`src/rtl/capture_pkg.sv`:
```
// Shared types for the DSO capture controller: capture modes and FSM states.
package capture_pkg;

    typedef enum logic [1:0] {
        OFF    = 2'd0,
        NORM   = 2'd1,
        AUTO   = 2'd2,
        SINGLE = 2'd3
    } mode_t;

    typedef enum logic [1:0] {
        IDLE  = 2'd0,
        PRE   = 2'd1,
        ARMED = 2'd2,
        POST  = 2'd3
    } state_t;

endpackage

```
`src/rtl/smpl_decimator.sv`:
```
// Sample decimator: keeps 1 of every 2^decimator valid ADC samples.
// The keep strobe is combinational in the cycle of the kept smpl_vld so the
// controller can register the RAM write on the following edge.
module smpl_decimator #(
    parameter int DEC_W = 4
) (
    input  logic             clk,
    input  logic             rst,
    input  logic             clr,
    input  logic             smpl_vld,
    input  logic [DEC_W-1:0] decimator,
    output logic             keep
);

    logic [15:0] r_cnt;
    logic [15:0] w_limit;

    assign w_limit = (16'd1 << decimator) - 16'd1;
    assign keep    = smpl_vld && (r_cnt == w_limit);

    // Decimation counter: clears on capture start or on a kept sample.
    always_ff @(posedge clk) begin
        if (rst) begin
            r_cnt <= 16'd0;
        end else if (clr) begin
            r_cnt <= 16'd0;
        end else if (keep) begin
            r_cnt <= 16'd0;
        end else if (smpl_vld) begin
            r_cnt <= r_cnt + 16'd1;
        end else begin
            r_cnt <= r_cnt;
        end
    end

endmodule

```
`src/rtl/capture_ctrl_mc.sv`:
```
// Multi-channel capture controller: decimates the sample stream, fills a
// circular RAM with a programmable pre/post-trigger split and reports the
// trigger and trace-end addresses to the readout logic.
module capture_ctrl_mc
    import capture_pkg::*;
#(
    parameter int ADDR_W = 9,
    parameter int NUM_CH = 3,
    parameter int DEC_W  = 4
) (
    input  logic                      clk,
    input  logic                      rst,
    input  logic                      smpl_vld,
    input  mode_t                     mode,
    input  logic [$clog2(NUM_CH)-1:0] trig_sel,
    input  logic [NUM_CH-1:0]         triggered,
    input  logic [ADDR_W-1:0]         trig_pos,
    input  logic [DEC_W-1:0]          decimator,
    input  logic                      clr_capture_done,
    input  logic                      abort,
    output logic                      we,
    output logic [ADDR_W-1:0]         waddr,
    output logic [ADDR_W-1:0]         trace_end,
    output logic [ADDR_W-1:0]         trig_addr,
    output logic                      capture_done,
    output logic                      armed,
    output logic                      busy
);

    localparam int SEL_W = $clog2(NUM_CH);
    // Kept-sample count that arms the AUTO-mode forced trigger (DEPTH).
    localparam logic [ADDR_W:0] DEPTH_CNT = {1'b1, {ADDR_W{1'b0}}};

    state_t              r_state,     w_state_nxt;
    mode_t               r_mode_cap,  w_mode_cap_nxt;
    logic [ADDR_W-1:0]   r_ptr,       w_ptr_nxt;
    logic [ADDR_W-1:0]   r_waddr,     w_waddr_nxt;
    logic [ADDR_W-1:0]   r_trace_end, w_trace_end_nxt;
    logic [ADDR_W-1:0]   r_trig_addr, w_trig_addr_nxt;
    logic [ADDR_W:0]     r_cnt,       w_cnt_nxt;
    logic                r_we,        w_we_nxt;
    logic                r_done,      w_done_nxt;
    logic                r_armed,     w_armed_nxt;
    logic                r_busy,      w_busy_nxt;
    logic                r_hold,      w_hold_nxt;
    logic                r_trig_prev, w_trig_prev_nxt;

    logic                w_keep;
    logic                w_start;
    logic                w_cancel;
    logic                w_write;
    logic                w_complete;
    logic                w_trig_lvl;
    logic                w_rise;
    logic                w_fire;
    logic [SEL_W-1:0]    w_sel;
    logic [ADDR_W-1:0]   w_pre_n;
    logic [ADDR_W:0]     w_cnt_inc;

    smpl_decimator #(
        .DEC_W (DEC_W)
    ) u_dec (
        .clk       (clk),
        .rst       (rst),
        .clr       (w_start),
        .smpl_vld  (smpl_vld),
        .decimator (decimator),
        .keep      (w_keep)
    );

    // Out-of-range channel selects fall back to channel 0.
    assign w_sel      = (32'(trig_sel) < NUM_CH) ? trig_sel : {SEL_W{1'b0}};
    assign w_trig_lvl = triggered[w_sel];
    assign w_rise     = w_trig_lvl && !r_trig_prev;
    // DEPTH-1-trig_pos reduces to the bitwise complement at ADDR_W bits.
    assign w_pre_n    = ~trig_pos;
    assign w_cnt_inc  = r_cnt + {{ADDR_W{1'b0}}, 1'b1};
    assign w_start    = (r_state == IDLE) && (mode != OFF) && !r_done && !r_hold;
    assign w_cancel   = (r_state != IDLE) && (abort || (mode != r_mode_cap));
    assign w_write    = w_keep && (r_state != IDLE) && !w_cancel;
    assign w_fire     = w_rise || ((r_mode_cap == AUTO) && (r_cnt == DEPTH_CNT));

    // Next-state and next-output computation for the capture FSM.
    always_comb begin
        w_state_nxt     = r_state;
        w_mode_cap_nxt  = r_mode_cap;
        w_cnt_nxt       = r_cnt;
        w_trace_end_nxt = r_trace_end;
        w_trig_addr_nxt = r_trig_addr;
        w_armed_nxt     = r_armed;
        w_complete      = 1'b0;
        w_we_nxt        = w_write;
        w_waddr_nxt     = w_write ? r_ptr : r_waddr;
        w_ptr_nxt       = w_write ? (r_ptr + {{(ADDR_W-1){1'b0}}, 1'b1}) : r_ptr;
        w_done_nxt      = clr_capture_done ? 1'b0 : r_done;
        w_hold_nxt      = (mode == OFF) ? 1'b0 : r_hold;
        // Outside ARMED the level is followed every cycle, so a level that is
        // already high when arming never looks like a rising edge.
        w_trig_prev_nxt = ((r_state == ARMED) && !w_keep) ? r_trig_prev : w_trig_lvl;

        case (r_state)
            IDLE: begin
                if (w_start) begin
                    w_ptr_nxt      = {ADDR_W{1'b0}};
                    w_cnt_nxt      = {(ADDR_W+1){1'b0}};
                    w_mode_cap_nxt = mode;
                    if (w_pre_n == {ADDR_W{1'b0}}) begin
                        w_state_nxt = ARMED;
                        w_armed_nxt = 1'b1;
                    end else begin
                        w_state_nxt = PRE;
                    end
                end else begin
                    w_state_nxt = IDLE;
                end
            end
            PRE: begin
                if (w_write) begin
                    w_cnt_nxt = w_cnt_inc;
                    if (w_cnt_inc == {1'b0, w_pre_n}) begin
                        w_state_nxt = ARMED;
                        w_armed_nxt = 1'b1;
                        w_cnt_nxt   = {(ADDR_W+1){1'b0}};
                    end else begin
                        w_state_nxt = PRE;
                    end
                end else begin
                    w_state_nxt = PRE;
                end
            end
            ARMED: begin
                if (w_write && w_fire) begin
                    w_trig_addr_nxt = r_ptr;
                    w_cnt_nxt       = {(ADDR_W+1){1'b0}};
                    if (trig_pos == {ADDR_W{1'b0}}) begin
                        w_complete = 1'b1;
                    end else begin
                        w_state_nxt = POST;
                    end
                end else if (w_write) begin
                    w_cnt_nxt = w_cnt_inc;
                end else begin
                    w_state_nxt = ARMED;
                end
            end
            POST: begin
                if (w_write) begin
                    w_cnt_nxt = w_cnt_inc;
                    if (w_cnt_inc == {1'b0, trig_pos}) begin
                        w_complete = 1'b1;
                    end else begin
                        w_state_nxt = POST;
                    end
                end else begin
                    w_state_nxt = POST;
                end
            end
            default: begin
                w_state_nxt = IDLE;
                w_armed_nxt = 1'b0;
            end
        endcase

        // Completion overrides a same-cycle clr_capture_done.
        if (w_complete) begin
            w_trace_end_nxt = r_ptr;
            w_done_nxt      = 1'b1;
            w_armed_nxt     = 1'b0;
            w_state_nxt     = IDLE;
            w_hold_nxt      = (r_mode_cap == SINGLE) ? 1'b1 : w_hold_nxt;
        end else begin
            w_trace_end_nxt = w_trace_end_nxt;
        end

        // Abort or mode change drops the capture without touching results.
        if (w_cancel) begin
            w_state_nxt = IDLE;
            w_armed_nxt = 1'b0;
        end else begin
            w_armed_nxt = w_armed_nxt;
        end

        w_busy_nxt = (w_state_nxt != IDLE);
    end

    // State and registered-output update with synchronous reset.
    always_ff @(posedge clk) begin
        if (rst) begin
            r_state     <= IDLE;
            r_mode_cap  <= OFF;
            r_ptr       <= {ADDR_W{1'b0}};
            r_waddr     <= {ADDR_W{1'b0}};
            r_trace_end <= {ADDR_W{1'b0}};
            r_trig_addr <= {ADDR_W{1'b0}};
            r_cnt       <= {(ADDR_W+1){1'b0}};
            r_we        <= 1'b0;
            r_done      <= 1'b0;
            r_armed     <= 1'b0;
            r_busy      <= 1'b0;
            r_hold      <= 1'b0;
            r_trig_prev <= 1'b0;
        end else begin
            r_state     <= w_state_nxt;
            r_mode_cap  <= w_mode_cap_nxt;
            r_ptr       <= w_ptr_nxt;
            r_waddr     <= w_waddr_nxt;
            r_trace_end <= w_trace_end_nxt;
            r_trig_addr <= w_trig_addr_nxt;
            r_cnt       <= w_cnt_nxt;
            r_we        <= w_we_nxt;
            r_done      <= w_done_nxt;
            r_armed     <= w_armed_nxt;
            r_busy      <= w_busy_nxt;
            r_hold      <= w_hold_nxt;
            r_trig_prev <= w_trig_prev_nxt;
        end
    end

    assign we           = r_we;
    assign waddr        = r_waddr;
    assign trace_end    = r_trace_end;
    assign trig_addr    = r_trig_addr;
    assign capture_done = r_done;
    assign armed        = r_armed;
    assign busy         = r_busy;

endmodule
```
`config.mk`:
```
export PLATFORM = sky130hd
export DESIGN_NAME = capture_ctrl_mc
export DESIGN_NICKNAME = d
export VERILOG_FILES = /design/src/rtl/capture_pkg.sv /design/src/rtl/smpl_decimator.sv /design/src/rtl/capture_ctrl_mc.sv
export SDC_FILE = /design/constraint.sdc
export NUM_CORES = 1
export LEC_CHECK = 0
export ABC_CLOCK_PERIOD_IN_PS = 4600
export CORE_ASPECT_RATIO = 1.1
export CORE_UTILIZATION = 50
export CTS_CLUSTER_SIZE = 20
export DETAILED_ROUTE_END_ITERATION = 7
export GPL_ROUTABILITY_DRIVEN = 0
export PLACE_DENSITY = 0.73
export SETUP_SLACK_MARGIN = 0.3
export SLEW_MARGIN = 5
export SYNTH_ARGS = -nofsm -noshare
export SYNTH_HDL_FRONTEND = slang
export SYNTH_SLANG_ARGS = --single-unit
```
`constraint.sdc`:
```
create_clock -name clk -period 4.6 [get_ports clk]
set_input_delay 0.46 -clock clk [delete_from_list [all_inputs] [get_ports clk]]
set_output_delay 0.46 -clock clk [all_outputs]
set_load 0.01 [all_outputs]
```
# --- Word-level counts from Yosys, hierarchy flattened ---
# Index checks and enable logic that the tools add are counted.
totals:
  out_inout_bits: 31
  inputBits: 25
  regBits: 72
  wordCells: 108
op_classes:
  n_lt_le_gt_ge: 2
  addsub: 4
  shift: 1
  n_mux: 39
  n_bitwise: 1
  eq_ne: 14
  n_reduce_logical: 33
op_table:
  columns: ["cell", "count"]
  rows:
  - ["10-bit 2-to-1 mux", 5]
  - ["10-bit one-hot mux with 4 select lines", 1]
  - ["9-bit 2-to-1 mux", 3]
  - ["2-bit 2-to-1 mux", 12]
  - ["10-bit by 9-bit equality test with 1-bit output", 2]
  - ["9-bit zero test", 2]
  - ["16-bit by 1-bit adder with 16-bit output (second input constant)", 1]
  - ["16-bit equality test", 1]
  - ["1-bit by 4-bit left shift with 16-bit output (first input constant)", 1]
  - ["16-bit by 1-bit subtractor with 16-bit output (second input constant)", 1]
  - ["1-bit 2-to-1 mux", 14]
  - ["1-bit logical AND", 11]
  - ["10-bit by 1-bit adder with 10-bit output (second input constant)", 1]
  - ["10-bit equality test (second input constant)", 1]
  - ["2-bit nonzero test", 5]
  - ["9-bit by 1-bit adder with 9-bit output (second input constant)", 1]
  - ["9-bit NOT", 1]
  - ["2-bit equality test (second input constant)", 4]
  - ["2-bit one-hot mux with 4 select lines", 1]
  - ["2-bit AND reduction", 3]
  - ["3-bit OR reduction", 2]
  - ["1-bit zero test", 5]
  - ["5-bit AND reduction", 1]
  - ["2-bit zero test", 2]
  - ["9 further kinds", 13]

# --- Logic depth before layout (Yosys ltp) ---
# Gate-level depths: netlist (run 1).
logic_depth:
  ltp_word: 12
  ltp_mapped: 15

# --- By module ---
# From an unflattened synthesis (run 1), not the netlist that was laid out.
unflattened:
  hier_cells: 529
  area_unflattened_um2: 4325.4
modules_own_cells:
  columns: ["module", "instances", "cells_per_inst", "area_per_inst_um2"]
  rows:
  - ["capture_ctrl_mc", 1, 366, 3004.1]
  - ["smpl_decimator", 1, 163, 1321.3]

# --- Worst setup path before layout (run 1) ---
# No wires, ideal clock.
synth_path:
  path_kind: "in2reg"
  startpoint: "in decimator[1]"
  endpoint: "reg r_cnt[5]"
  t_required_ns: 4.528
  stages: 12
  arrival_ns: 3.658
  path_slack_ns: 0.871
  cell_sequence: "buf_2 > or4_4 > ha_1 > buf_6 > nor2b_4 > a2111o_1 > or4_4 > nor3_2 > nand4_2 > or3_1 > or4_1 > mux2i_1"
synth_between:
  elab_chain_len: 9
synth_rtl:
  columns: ["item", "line", "text"]
  rows:
  - ["from (decl)", "capture_ctrl_mc.sv:18", "input logic [DEC_W-1:0] decimator,"]
  - ["1-bit by 4-bit left shift with 16-bit output *", "smpl_decimator.sv:18", "assign w_limit = (16'd1 << decimator) - 16'd1;"]
  - ["16-bit by 1-bit subtractor with 16-bit output *", "smpl_decimator.sv:18", null]
  - ["16-bit equality test *", "smpl_decimator.sv:19", "assign keep = smpl_vld && (r_cnt == w_limit);"]
  - ["1-bit logical AND *", "smpl_decimator.sv:19", null]
  - ["1-bit logical AND * (2 in series)", "capture_ctrl_mc.sv:80", "assign w_write = w_keep && (r_state != IDLE) && !w_cancel;"]
  - ["10-bit 2-to-1 mux or 1-bit logical AND (tied branches)", null, null]
  - ["10-bit 2-to-1 mux", "capture_ctrl_mc.sv:132", "if (w_write && w_fire) begin"]
  - ["10-bit one-hot mux with 4 select lines", "capture_ctrl_mc.sv:101", "case (r_state)"]
  - ["to (signal assigned)", "capture_ctrl_mc.sv:195", "r_cnt <= {(ADDR_W+1){1'b0}};"]
  - ["to (signal assigned)", "capture_ctrl_mc.sv:209", "r_cnt <= w_cnt_nxt;"]
  - ["to (decl)", "capture_ctrl_mc.sv:40", "logic [ADDR_W:0] r_cnt, w_cnt_nxt;"]
# Every way passes the cells marked *; elsewhere a longest branch is shown, timed or not.
# A chain may end at the register's enable or synchronous reset.

# --- Worst setup path in the final report (run 1) ---
layout_path:
  startpoint: "in decimator[2]"
  endpoint: "reg r_ptr[7]"
layout_between:
  elab_chain_len: 9
layout_rtl:
  columns: ["item", "line", "text"]
  rows:
  - ["1-bit by 4-bit left shift with 16-bit output *", "smpl_decimator.sv:18", null]
  - ["16-bit by 1-bit subtractor with 16-bit output *", "smpl_decimator.sv:18", null]
  - ["16-bit equality test *", "smpl_decimator.sv:19", null]
  - ["1-bit logical AND *", "smpl_decimator.sv:19", null]
  - ["1-bit logical AND * (2 in series)", "capture_ctrl_mc.sv:80", null]
  - ["9-bit 2-to-1 mux *", "capture_ctrl_mc.sv:94", "w_ptr_nxt = w_write ? (r_ptr + {{(ADDR_W-1){1'b0}}, 1'b1}) : r_ptr;"]
  - ["9-bit 2-to-1 mux", "capture_ctrl_mc.sv:103", "if (w_start) begin"]
  - ["9-bit 2-to-1 mux *", "capture_ctrl_mc.sv:101", null]
  - ["to (signal assigned)", "capture_ctrl_mc.sv:191", "r_ptr <= {ADDR_W{1'b0}};"]
  - ["to (signal assigned)", "capture_ctrl_mc.sv:205", "r_ptr <= w_ptr_nxt;"]
  - ["to (decl)", "capture_ctrl_mc.sv:36", "logic [ADDR_W-1:0] r_ptr, w_ptr_nxt;"]
# Marked as above.

==> results.tsv, run 1 <==
metric	value	unit
outcome	finished, final reports clean	
powerDensity	241	nW/um^2
regToRegSetupSlack	1300	ps
max_freq	256	MHz
routed_wl	10800	um
skew	10.1	ps
timing.rr.end	trace_end[6]	
synthDistinctLibCells	65	
period_share	0.848	
cts.sink_count	72	
tritoncts	built	
wl_per_cell	14.9	um
cp-startpoint	decimator[2]	
cp.required	4830	ps
initial_utilization	0.527	
cts_root_buf	clkbuf_8	
async_reset_ff_frac	0	
num_vias	4106	
syn_area	4260	sq um
critical_path.top_delay_family	simple AND/OR/NAND/NOR gates	
synth.area.top_cells	dfxtp_1, nand2_1, a21oi_1, xnor2_1, nor2_1	
ios	56	
arrival	4130	ps
htreeDepth	3	
maxCapViolCount	0	
cp_num_cells	12	
rr_startpoint	r_cnt[0]	
n_antenna_cell	0	
ir_worst_vdd	0.000209	V
drv_slew	0	
nFillCells	759	
cts_max_path_buffers	2	
stdcell_area	5070	sq um
ys.warnings.count	0	
synth_cells	563	
crit_path_end	r_ptr[7]	
vias_per_cell	5.69	
synth_edf_count	0	
hold_violations	0	
synth_top_area_share	0.338	
setup_viol	0	
yosys-top-cells-count	nand2_1, dfxtp_1, a21oi_1	
grt_pass1_vias	3783	
grt_util_all_layers	0.248	
hpwl	8050	um
tightestPinTransition	1050	ps
cpPeakStageDelay	550	ps
die_x	90.0	um
clk_pin_slew	70	ps
setup_tns	0	ps
synth_most_common_cell	nand2_1	
drc	0	
reg2regPathDepth	10	
crit_chain	clkdlybuf4s50_1 > or4_4 > ha_1 > xnor2_1 > a2111o_1 > or4_4 > nor4b_1 > nand4_1 > buf_4 > nor4_1 > xnor2_1 > nor2_1	
cts_setup_buffers	0	
grt_max_degree	33	
path_class	in2reg	
drtIter0Drc	257	
critPathSlowestCell	or4_4	
postCtsHoldBufs	0	
seq_area_frac_synth	0.338	
slew_headroom	0.293	
clk_latency	350	ps
synthFlopType	dfxtp_1	
rows	34	
min_path_cells	2	
final_layout_size_suffix_gt1_frac	0.0669	
grt.overflow.total	0	
core-area	8080	sq um
numCtsBuffers	9	
syn_area_per_cell	7.57	sq um
power.leakage	1.73	nW
min_period	3900	ps
drt_first_pass_iters	5	
start_kind	primary input	
nets	638	
io_buffer_count	55	
grt_first_pass_wirelength	17900	um
ant_nets	0	
ys_ff_latch	72	
hold_class	reg2reg	
path_buf_inv	2	
critPathMaxFanout	32	
antenna_found_initial	0	
cts_resized	0	
dieArea	8890	sq um
areaGrowthSynthToFinish	19.0	%
post_dp_cell_area	4900	sq um
yosys.area.top_type	dfxtp_1	
rsz0062_at_grt	no	
crit_path_end_kind	flop	
die-height	98.8	um
synth_fp_nets	593	
==> metrics by stage <==
stage           util  power (mW)  setup WS [ps]  cells  hold slack [ps]
6_report       0.627        1.22            701    721              457
5_1_grt        0.627        1.28            566    721              475
4_1_cts        0.627        1.23            736    721              461
3_5_place_dp   0.606       0.793            373    705              446
3_3_place_gp   0.606       0.791            419    705              436
2_1_floorplan      -       0.739            871    563              450
==> logic make-up (layout without fill, tap and decap cells) <==
kind of cell / count (synthesis) / in the layout / synth area share
xor gates and xnor gates: 40 / 40 / 0.0855
DFF: 72 / 72 / 0.338
buffers and inverters: 54 / 104 / 0.0526
muxes: 6 / 6 / 0.0141
adders and majority gates: 5 / 5 / 0.0147
and+or+nand+nor: 264 / 264 / 0.317
AOI/OAI and AO/OA: 122 / 122 / 0.178
==> registers in the layout, indices dropped and copies added (netlist names) <==
register      count
r_ptr             9
capture_done      1
r_state           2
we                1
r_mode_cap        2
r_trig_prev       1
u_dec.r_cnt      16
trace_end         9
trig_addr         9
r_cnt            10
armed             1
r_hold            1
waddr             9
busy              1
==> how the worst min path moves through the flow <==
stage | slack (ps) | to | from
CTS | 460 | trig_addr[5] | trig_addr[5]
global route | 480 | waddr[2] | waddr[2]
finish | 460 | armed | armed
detailed placement | 450 | waddr[6] | waddr[6]
global placement | 440 | armed | armed
floorplan | 450 | r_hold | r_hold
==> layout make-up <==
| cell class | instances | area (sq um) | share of cell area |
|---|---|---|---|
| Clock inverter | 6 | 45.0 | 0.00888 |
| Inverter | 21 | 78.8 | 0.0155 |
| Tap cell | 108 | 135 | 0.0267 |
| Sequential cell | 72 | 1440 | 0.284 |
| Timing Repair Buffer | 67 | 641 | 0.126 |
| Clock buffer | 10 | 128 | 0.0252 |
| Multi-Input combinational cell | 437 | 2600 | 0.513 |
==> worst register-to-register path, delay by kind of cell, from the launching register on <==
family | cells | cell delay, ps
AND/OR/NAND/NOR | 5 | 1260
adder cells (fa/ha/maj) | 1 | 400
flip-flops | 1 | 450
buffers and inverters | 1 | 260
XOR/XNOR | 1 | 270
AO/OA/AOI/OAI | 2 | 610
==> cells in the final DEF (no fill, tap or decap), drive strengths merged, types with 2 or more instances in the layout <==
cell type,count
o41ai,3
clkinv,2
nand2,85
inv,22
xor2,18
a2111oi,3
nand3b,2
or3,10
or4,6
nor3b,2
nor3,20
a211o,2
and3,10
clkinvlp,3
or2,2
o211ai,3
clkdlybuf4s50,55
nor4,8
o21ai,28
a31oi,5
nand2b,6
and2,11
a21oi,47
mux2i,6
xnor2,21
buf,12
nor2b,7
o31ai,4
clkbuf,10
dfxtp,72
o311a,2
ha,5
nand3,27
a32oi,2
nor4b,4
a21o,5
o21a,3
and4,2
nand4,12
nor2,46
==> report_power, final <==
part,total (mW),switching [mW],internal (mW)
combinational,0.144,0.0831,0.0609
clock,0.444,0.247,0.197
sequential,0.636,0.00778,0.629
total,1.22,0.337,0.887
==> per-layer routing <==
| layer | share of wire | GRT usage |
|---|---|---|
| met1 | 0.46 | 0.317 |
| met4 | 0.021 | 0.100 |
| met2 | 0.47 | 0.413 |
| met3 | 0.049 | 0.0440 |
| met5 | 0 | 0 |
No activity file was read; power rests on OpenSTA's default activity.
==> run 2: changes to the inputs <==
--- a/config.mk
+++ b/config.mk
@@ -5,7 +5,7 @@
 export SDC_FILE = /design/constraint.sdc
 export NUM_CORES = 1
 export LEC_CHECK = 0
-export ABC_CLOCK_PERIOD_IN_PS = 4600
+export ABC_CLOCK_PERIOD_IN_PS = 4070
 export CORE_ASPECT_RATIO = 1.1
 export CORE_UTILIZATION = 50
 export CTS_CLUSTER_SIZE = 20
==> constraint.sdc (replaced) <==
create_clock -name clk -period 4.07 [get_ports clk]
set_input_delay 0.407 -clock clk [delete_from_list [all_inputs] [get_ports clk]]
set_output_delay 0.407 -clock clk [all_outputs]
set_load 0.01 [all_outputs]
==> results.tsv, run 2 (synthesized netlist as in run 1, its figures left out) <==
metric	value	unit	change
outcome	finished, final reports clean		unchanged
ir_worst_vdd	0.000183	V	was 0.000209 V
rsz0062_at_grt	no		unchanged
start_kind	primary input		unchanged
skew	12.6	ps	was 10.1 ps
hpwl	7970	um	was 8050 um
power.leakage	1.80	nW	was 1.73 nW
areaGrowthSynthToFinish	23.3	%	was 19.0%
multiInputGateArea	2670	sq um	was 2600 sq um
p_sw	0.394	mW	was 0.337 mW
antenna_found_initial	0		unchanged
cts_root_buf	clkbuf_8		unchanged
clk_pin_slew	80	ps	was 70 ps
dieArea	8890	sq um	unchanged
fin_util	0.650		was 0.627
pwr-share-clk	0.418		was 0.363
drtIter0Drc	230		was 257
setup_slack	418	ps	was 701 ps
slew_headroom	0.556		was 0.293
critPathMaxFanout	3		was 32
rr_startpoint	r_cnt[0]		unchanged
grt_max_degree	47		was 33
ant_nets	0		unchanged
htreeDepth	3		unchanged
regMostFlops	u_dec.r_cnt		unchanged
max_freq	274	MHz	
hold_violations	0		unchanged
grt_busiest_layer	met2		unchanged
die_x	90.0	um	unchanged
regToRegSetupSlack	920	ps	was 1300 ps
nFillCells	706		was 759
final_common_cell	nand2_1		unchanged
combPwrFrac	0.111		was 0.118
wl_per_cell	15.2	um	was 14.9 um
drt_first_pass_iters	5		unchanged
vias_per_cell	5.83		was 5.69
cts_max_path_buffers	2		unchanged
initial_utilization	0.527		unchanged
use_met3	0.0394		was 0.0440
hold_class	reg2reg		unchanged
dp_worst_setup_slack	-115	ps	was 373 ps
powerDensity	291	nW/um^2	was 241 nW/um^2
grt_pass1_vias	4025		was 3783
ff_latch_area	1440	sq um	unchanged
rows	34		unchanged
min_path_cells	2		unchanged
drv_slew	0		unchanged
arrival	3930	ps	was 4130 ps
nets	646		was 638
routed_wl	11100	um	was 10800 um
cts.sink_count	72		unchanged
core-area	8080	sq um	unchanged
min_period	3650	ps	
final_layout_size_suffix_gt1_frac	0.0918		was 0.0669
grt_util_all_layers	0.255		was 0.248
num_vias	4251		was 4106
setup_viol	0		unchanged
tightestPinTransition	664	ps	was 1050 ps
die-height	98.8	um	unchanged
min-delay-start	armed		unchanged
cp.required	4340	ps	was 4830 ps
postCtsHoldBufs	0		unchanged
numCtsBuffers	9		unchanged
pwr-share-seq	0.470		was 0.520
switching_share	0.257		was 0.276
holdWs	453	ps	was 457 ps
grt.overflow.total	0		unchanged
whs_endpoint	armed		unchanged
use_met2	0.432		was 0.413
power.internal	1.14	mW	was 0.887 mW
path_class	in2reg		unchanged
timing.rr.end	r_cnt[2]		was trace_end[6]
reg2regPathDepth	9		was 10
maxCapViolCount	0		unchanged
crit_path_end_kind	flop		unchanged
grt_first_pass_wirelength	18700	um	was 17900 um
period_share	0.897		
io_buffer_count	55		unchanged
drc	0		unchanged
setup_tns	0	ps	unchanged
clk_latency	350	ps	about the same
ios	56		unchanged
largest_register_ffs	16		unchanged
n_antenna_cell	0		unchanged
tritoncts	built		unchanged
mostFrequentLayoutCells	nand2_1, dfxtp_1, clkdlybuf4s50_1		unchanged
met1_usage	0.327		was 0.317
top_regs	u_dec.r_cnt x16, r_cnt x10		unchanged
run 2: worst max path at each step:
stage / start / to / slack [ps] / depth (start not counted)
3_5_place_dp: decimator[2] / r_ptr[7] / -110 / 12
4_1_cts: decimator[2] / r_cnt[5] / 360 / 11
2_1_floorplan: decimator[1] / r_cnt[5] / 390 / 12
5_1_grt: decimator[3] / r_cnt[5] / 270 / 15
6_report: decimator[2] / r_cnt[5] / 420 / 11
3_3_place_gp: decimator[2] / r_ptr[5] / -20 / 12
run 2: metrics by stage:
| step | area, sq um | std cells | power, mW |
|---|---|---|---|
| after global routing | 5250 | 729 | 1.59 |
| after CTS | 5190 | 728 | 1.54 |
| after detailed placement | 4950 | 712 | 0.898 |
| after global placement | 4950 | 712 | 0.895 |
| after floorplan | 4260 | 563 | 0.836 |
| final | 5250 | 729 | 1.53 |
run 2: worst max-delay path: stages:
cell and delay [ps]:
clkdlybuf4s50_1 420, or4_4 570, ha_4 180, nor2b_4 120, a2111o_1 390, or4_4 540
nor3_4 210, nand4_2 110, or3_4 350, or4_1 500, mux2i_1 130
run 2: power by group through the flow:
stage | combinational [mW] | sequential [mW] | clock [mW]
2_1_floorplan | 0.104 | 0.732 | 0
3_3_place_gp | 0.160 | 0.735 | 0
3_5_place_dp | 0.163 | 0.736 | 0
4_1_cts | 0.164 | 0.719 | 0.654
5_1_grt | 0.188 | 0.720 | 0.682
6_report | 0.170 | 0.719 | 0.640
run 2: timing repair:
action / CTS / global route
resized for setup: 3 / 9
endpoints found under the setup margin: 12 / 31
setup buffers: 0 / 1
pin swaps: 1 / 6
endpoints found under the hold margin: 0 / 0
run 2: cell type report:
class / instances / area share
tap: 108 / 0.0257
multi-input combinational: 437 / 0.508
inverter: 21 / 0.0150
clock buffer: 9 / 0.0236
sequential: 72 / 0.274
timing repair buffer: 75 / 0.133
clock inverter: 7 / 0.0195
run 2: routing by layer:
metal	up-vias	share of wire
met5	-	0
met4	0	0.022
met3	28	0.054
met2	157	0.48
met1	1964	0.44
li1	2102	-
==> run 3: changes to the inputs <==
--- a/config.mk
+++ b/config.mk
@@ -10,8 +10,8 @@
 export CORE_UTILIZATION = 50
 export CTS_CLUSTER_SIZE = 20
 export DETAILED_ROUTE_END_ITERATION = 7
+export DONT_BUFFER_PORTS = 1
 export GPL_ROUTABILITY_DRIVEN = 0
-export PLACE_DENSITY = 0.73
 export SETUP_SLACK_MARGIN = 0.3
 export SLEW_MARGIN = 5
 export SYNTH_ARGS = -nofsm -noshare
==> results.tsv, run 3 (synthesized netlist as in run 1, its figures left out) <==
metric	value	unit	change
numCtsBuffers	9		unchanged
vias_per_cell	6.01		was 5.83
outcome	finished, final reports clean		unchanged
critPathSlowestCell	or4_4		unchanged
rsz0062_at_grt	no		unchanged
setup_tns	0	ps	unchanged
wl_per_cell	16.7	um	was 15.2 um
power.leakage	1.52	nW	was 1.80 nW
grt_first_pass_wirelength	18900	um	was 18700 um
slew_headroom	0.593		was 0.556
cts_root_buf	clkbuf_8		unchanged
grt_util_all_layers	0.261		was 0.255
stdcell_area	4510	sq um	was 5250 sq um
num_vias	3976		was 4251
ir_worst_vdd	0.000197	V	was 0.000183 V
cpPeakStageDelay	530	ps	was 570 ps
routed_wl	11000	um	was 11100 um
regMostFlops	u_dec.r_cnt		unchanged
areaGrowthSynthToFinish	5.90	%	was 23.3%
dieArea	8890	sq um	unchanged
max_freq	287	MHz	was 274 MHz
cts_resized	0		was 3
powerDensity	310	nW/um^2	was 291 nW/um^2
io_buffer_count	0		was 55
tritoncts	built		unchanged
ios	56		unchanged
rows	34		unchanged
arrival	3770	ps	was 3930 ps
ant_nets	0		unchanged
die-height	98.8	um	unchanged
drt_first_pass_iters	4		was 5
n_antenna_cell	0		unchanged
crit_path_end_kind	flop		unchanged
maxCapViolCount	0		unchanged
grt_pass1_vias	3843		was 4025
htreeDepth	3		unchanged
path_class	in2reg		unchanged
cts.sink_count	72		unchanged
drv_slew	0		unchanged
core-area	8080	sq um	unchanged
skew	11.1	ps	was 12.6 ps
critPathMaxFanout	22		was 3
start_kind	primary input		unchanged
drtIter0Drc	205		was 230
grt.overflow.total	0		unchanged
cts_max_path_buffers	2		unchanged
drc	0		unchanged
nets	579		was 646
final_common_cell	nand2_1		unchanged
die_x	90.0	um	unchanged
cts_setup_buffers	0		unchanged
path_buf_inv	0		was 1
critical_path.top_delay_family	simple AND/OR/NAND/NOR gates		unchanged
tightestPinTransition	609	ps	was 664 ps
clk_pin_slew	90	ps	was 80 ps
hpwl	8220	um	was 7970 um
placed_cells	646		was 712
cp.required	4350	ps	was 4340 ps
post_dp_cell_area	4320	sq um	was 4950 sq um
postCtsHoldBufs	0		unchanged
antenna_found_initial	0		unchanged
setup_viol	0		unchanged
initial_utilization	0.527		unchanged
nFillCells	809		was 706
crit_chain	or4_4 > ha_1 > xnor2_1 > a2111o_1 > or4_4 > nor3_2 > nand4_2 > or3_1 > or4_1 > mux2i_1		was clkdlybuf4s50_1 > or4_4 > ha_4 > nor2b_4 > a2111o_1 > or4_4 > nor3_4 > nand4_2 > or3_4 > or4_1 > mux2i_1
grt_max_degree	47		unchanged
path_common_cell	or4_4		unchanged
final_layout_size_suffix_gt1_frac	0.0668		was 0.0918
clk_latency	350	ps	about the same
min_period	3490	ps	was 3650 ps
largest_register_ffs	16		unchanged
mostFrequentLayoutCells	nand2_1, dfxtp_1, a21oi_1		was nand2_1, dfxtp_1, clkdlybuf4s50_1
period_share	0.858		was 0.897
final_cells	662		was 729
top_regs	u_dec.r_cnt x16, r_cnt x10		unchanged
hold_violations	0		unchanged
hold_class	in2reg		was reg2reg
run 3: per-stage QoR:
stage	setup WS (ps)	hold slack, ps	total power, mW	utilization
finish	580	114	1.40	0.558
CTS	611	97.3	1.41	0.558
global route	390	99.4	1.46	0.558
detailed placement	248	461	0.848	0.534
floorplan	394	450	0.836	-
global placement	328	454	0.846	0.534
run 3: final timing paths:
path / cells after the start / to / from / slack [ps]
hold reg to reg: 2 / r_hold / r_hold / 470
hold / removal: 1 / trig_addr[1] / rst / 110
setup / recovery: 10 / r_cnt[5] / decimator[2] / 580
setup reg to reg: 11 / busy / r_cnt[0] / 930
run 3: where the power goes:
group	internal, mW	leakage [nW]	switching (mW)
clock network	0.285	0.0929	0.284
registers	0.710	0.581	0.00903
logic	0.0459	0.846	0.0661
run 3: area by class of cell:
| class | count | area (sq um) | share of cell area |
|---|---|---|---|
| Sequential cell | 72 | 1440 | 0.319 |
| Timing Repair Buffer | 8 | 60.1 | 0.0133 |
| Multi-Input combinational cell | 437 | 2600 | 0.577 |
| Clock buffer | 10 | 128 | 0.0283 |
| Tap cell | 108 | 135 | 0.0300 |
| Inverter | 21 | 78.8 | 0.0175 |
| Clock inverter | 6 | 67.6 | 0.0150 |
run 3: worst reg2reg max path, cell delays in order (launching register included):
cell and delay [ps]:
dfxtp_1 470, ha_1 440, and4_1 350, nand4_1 180, xnor2_1 350, and3_1 220, a41oi_1 130, buf_4 200
nor4_2 160, buf_4 240, a211o_1 220, a21oi_1 60
run 3: metal layers:
| layer | track usage | up-vias | routed length, um |
|---|---|---|---|
| met4 | 0.0980 | 0 | 156 |
| met5 | 0 | - | 0 |
| met1 | 0.335 | 1867 | 4810 |
| met3 | 0.0424 | 16 | 544 |
| met2 | 0.439 | 129 | 5530 |
| li1 | - | 1964 | - |
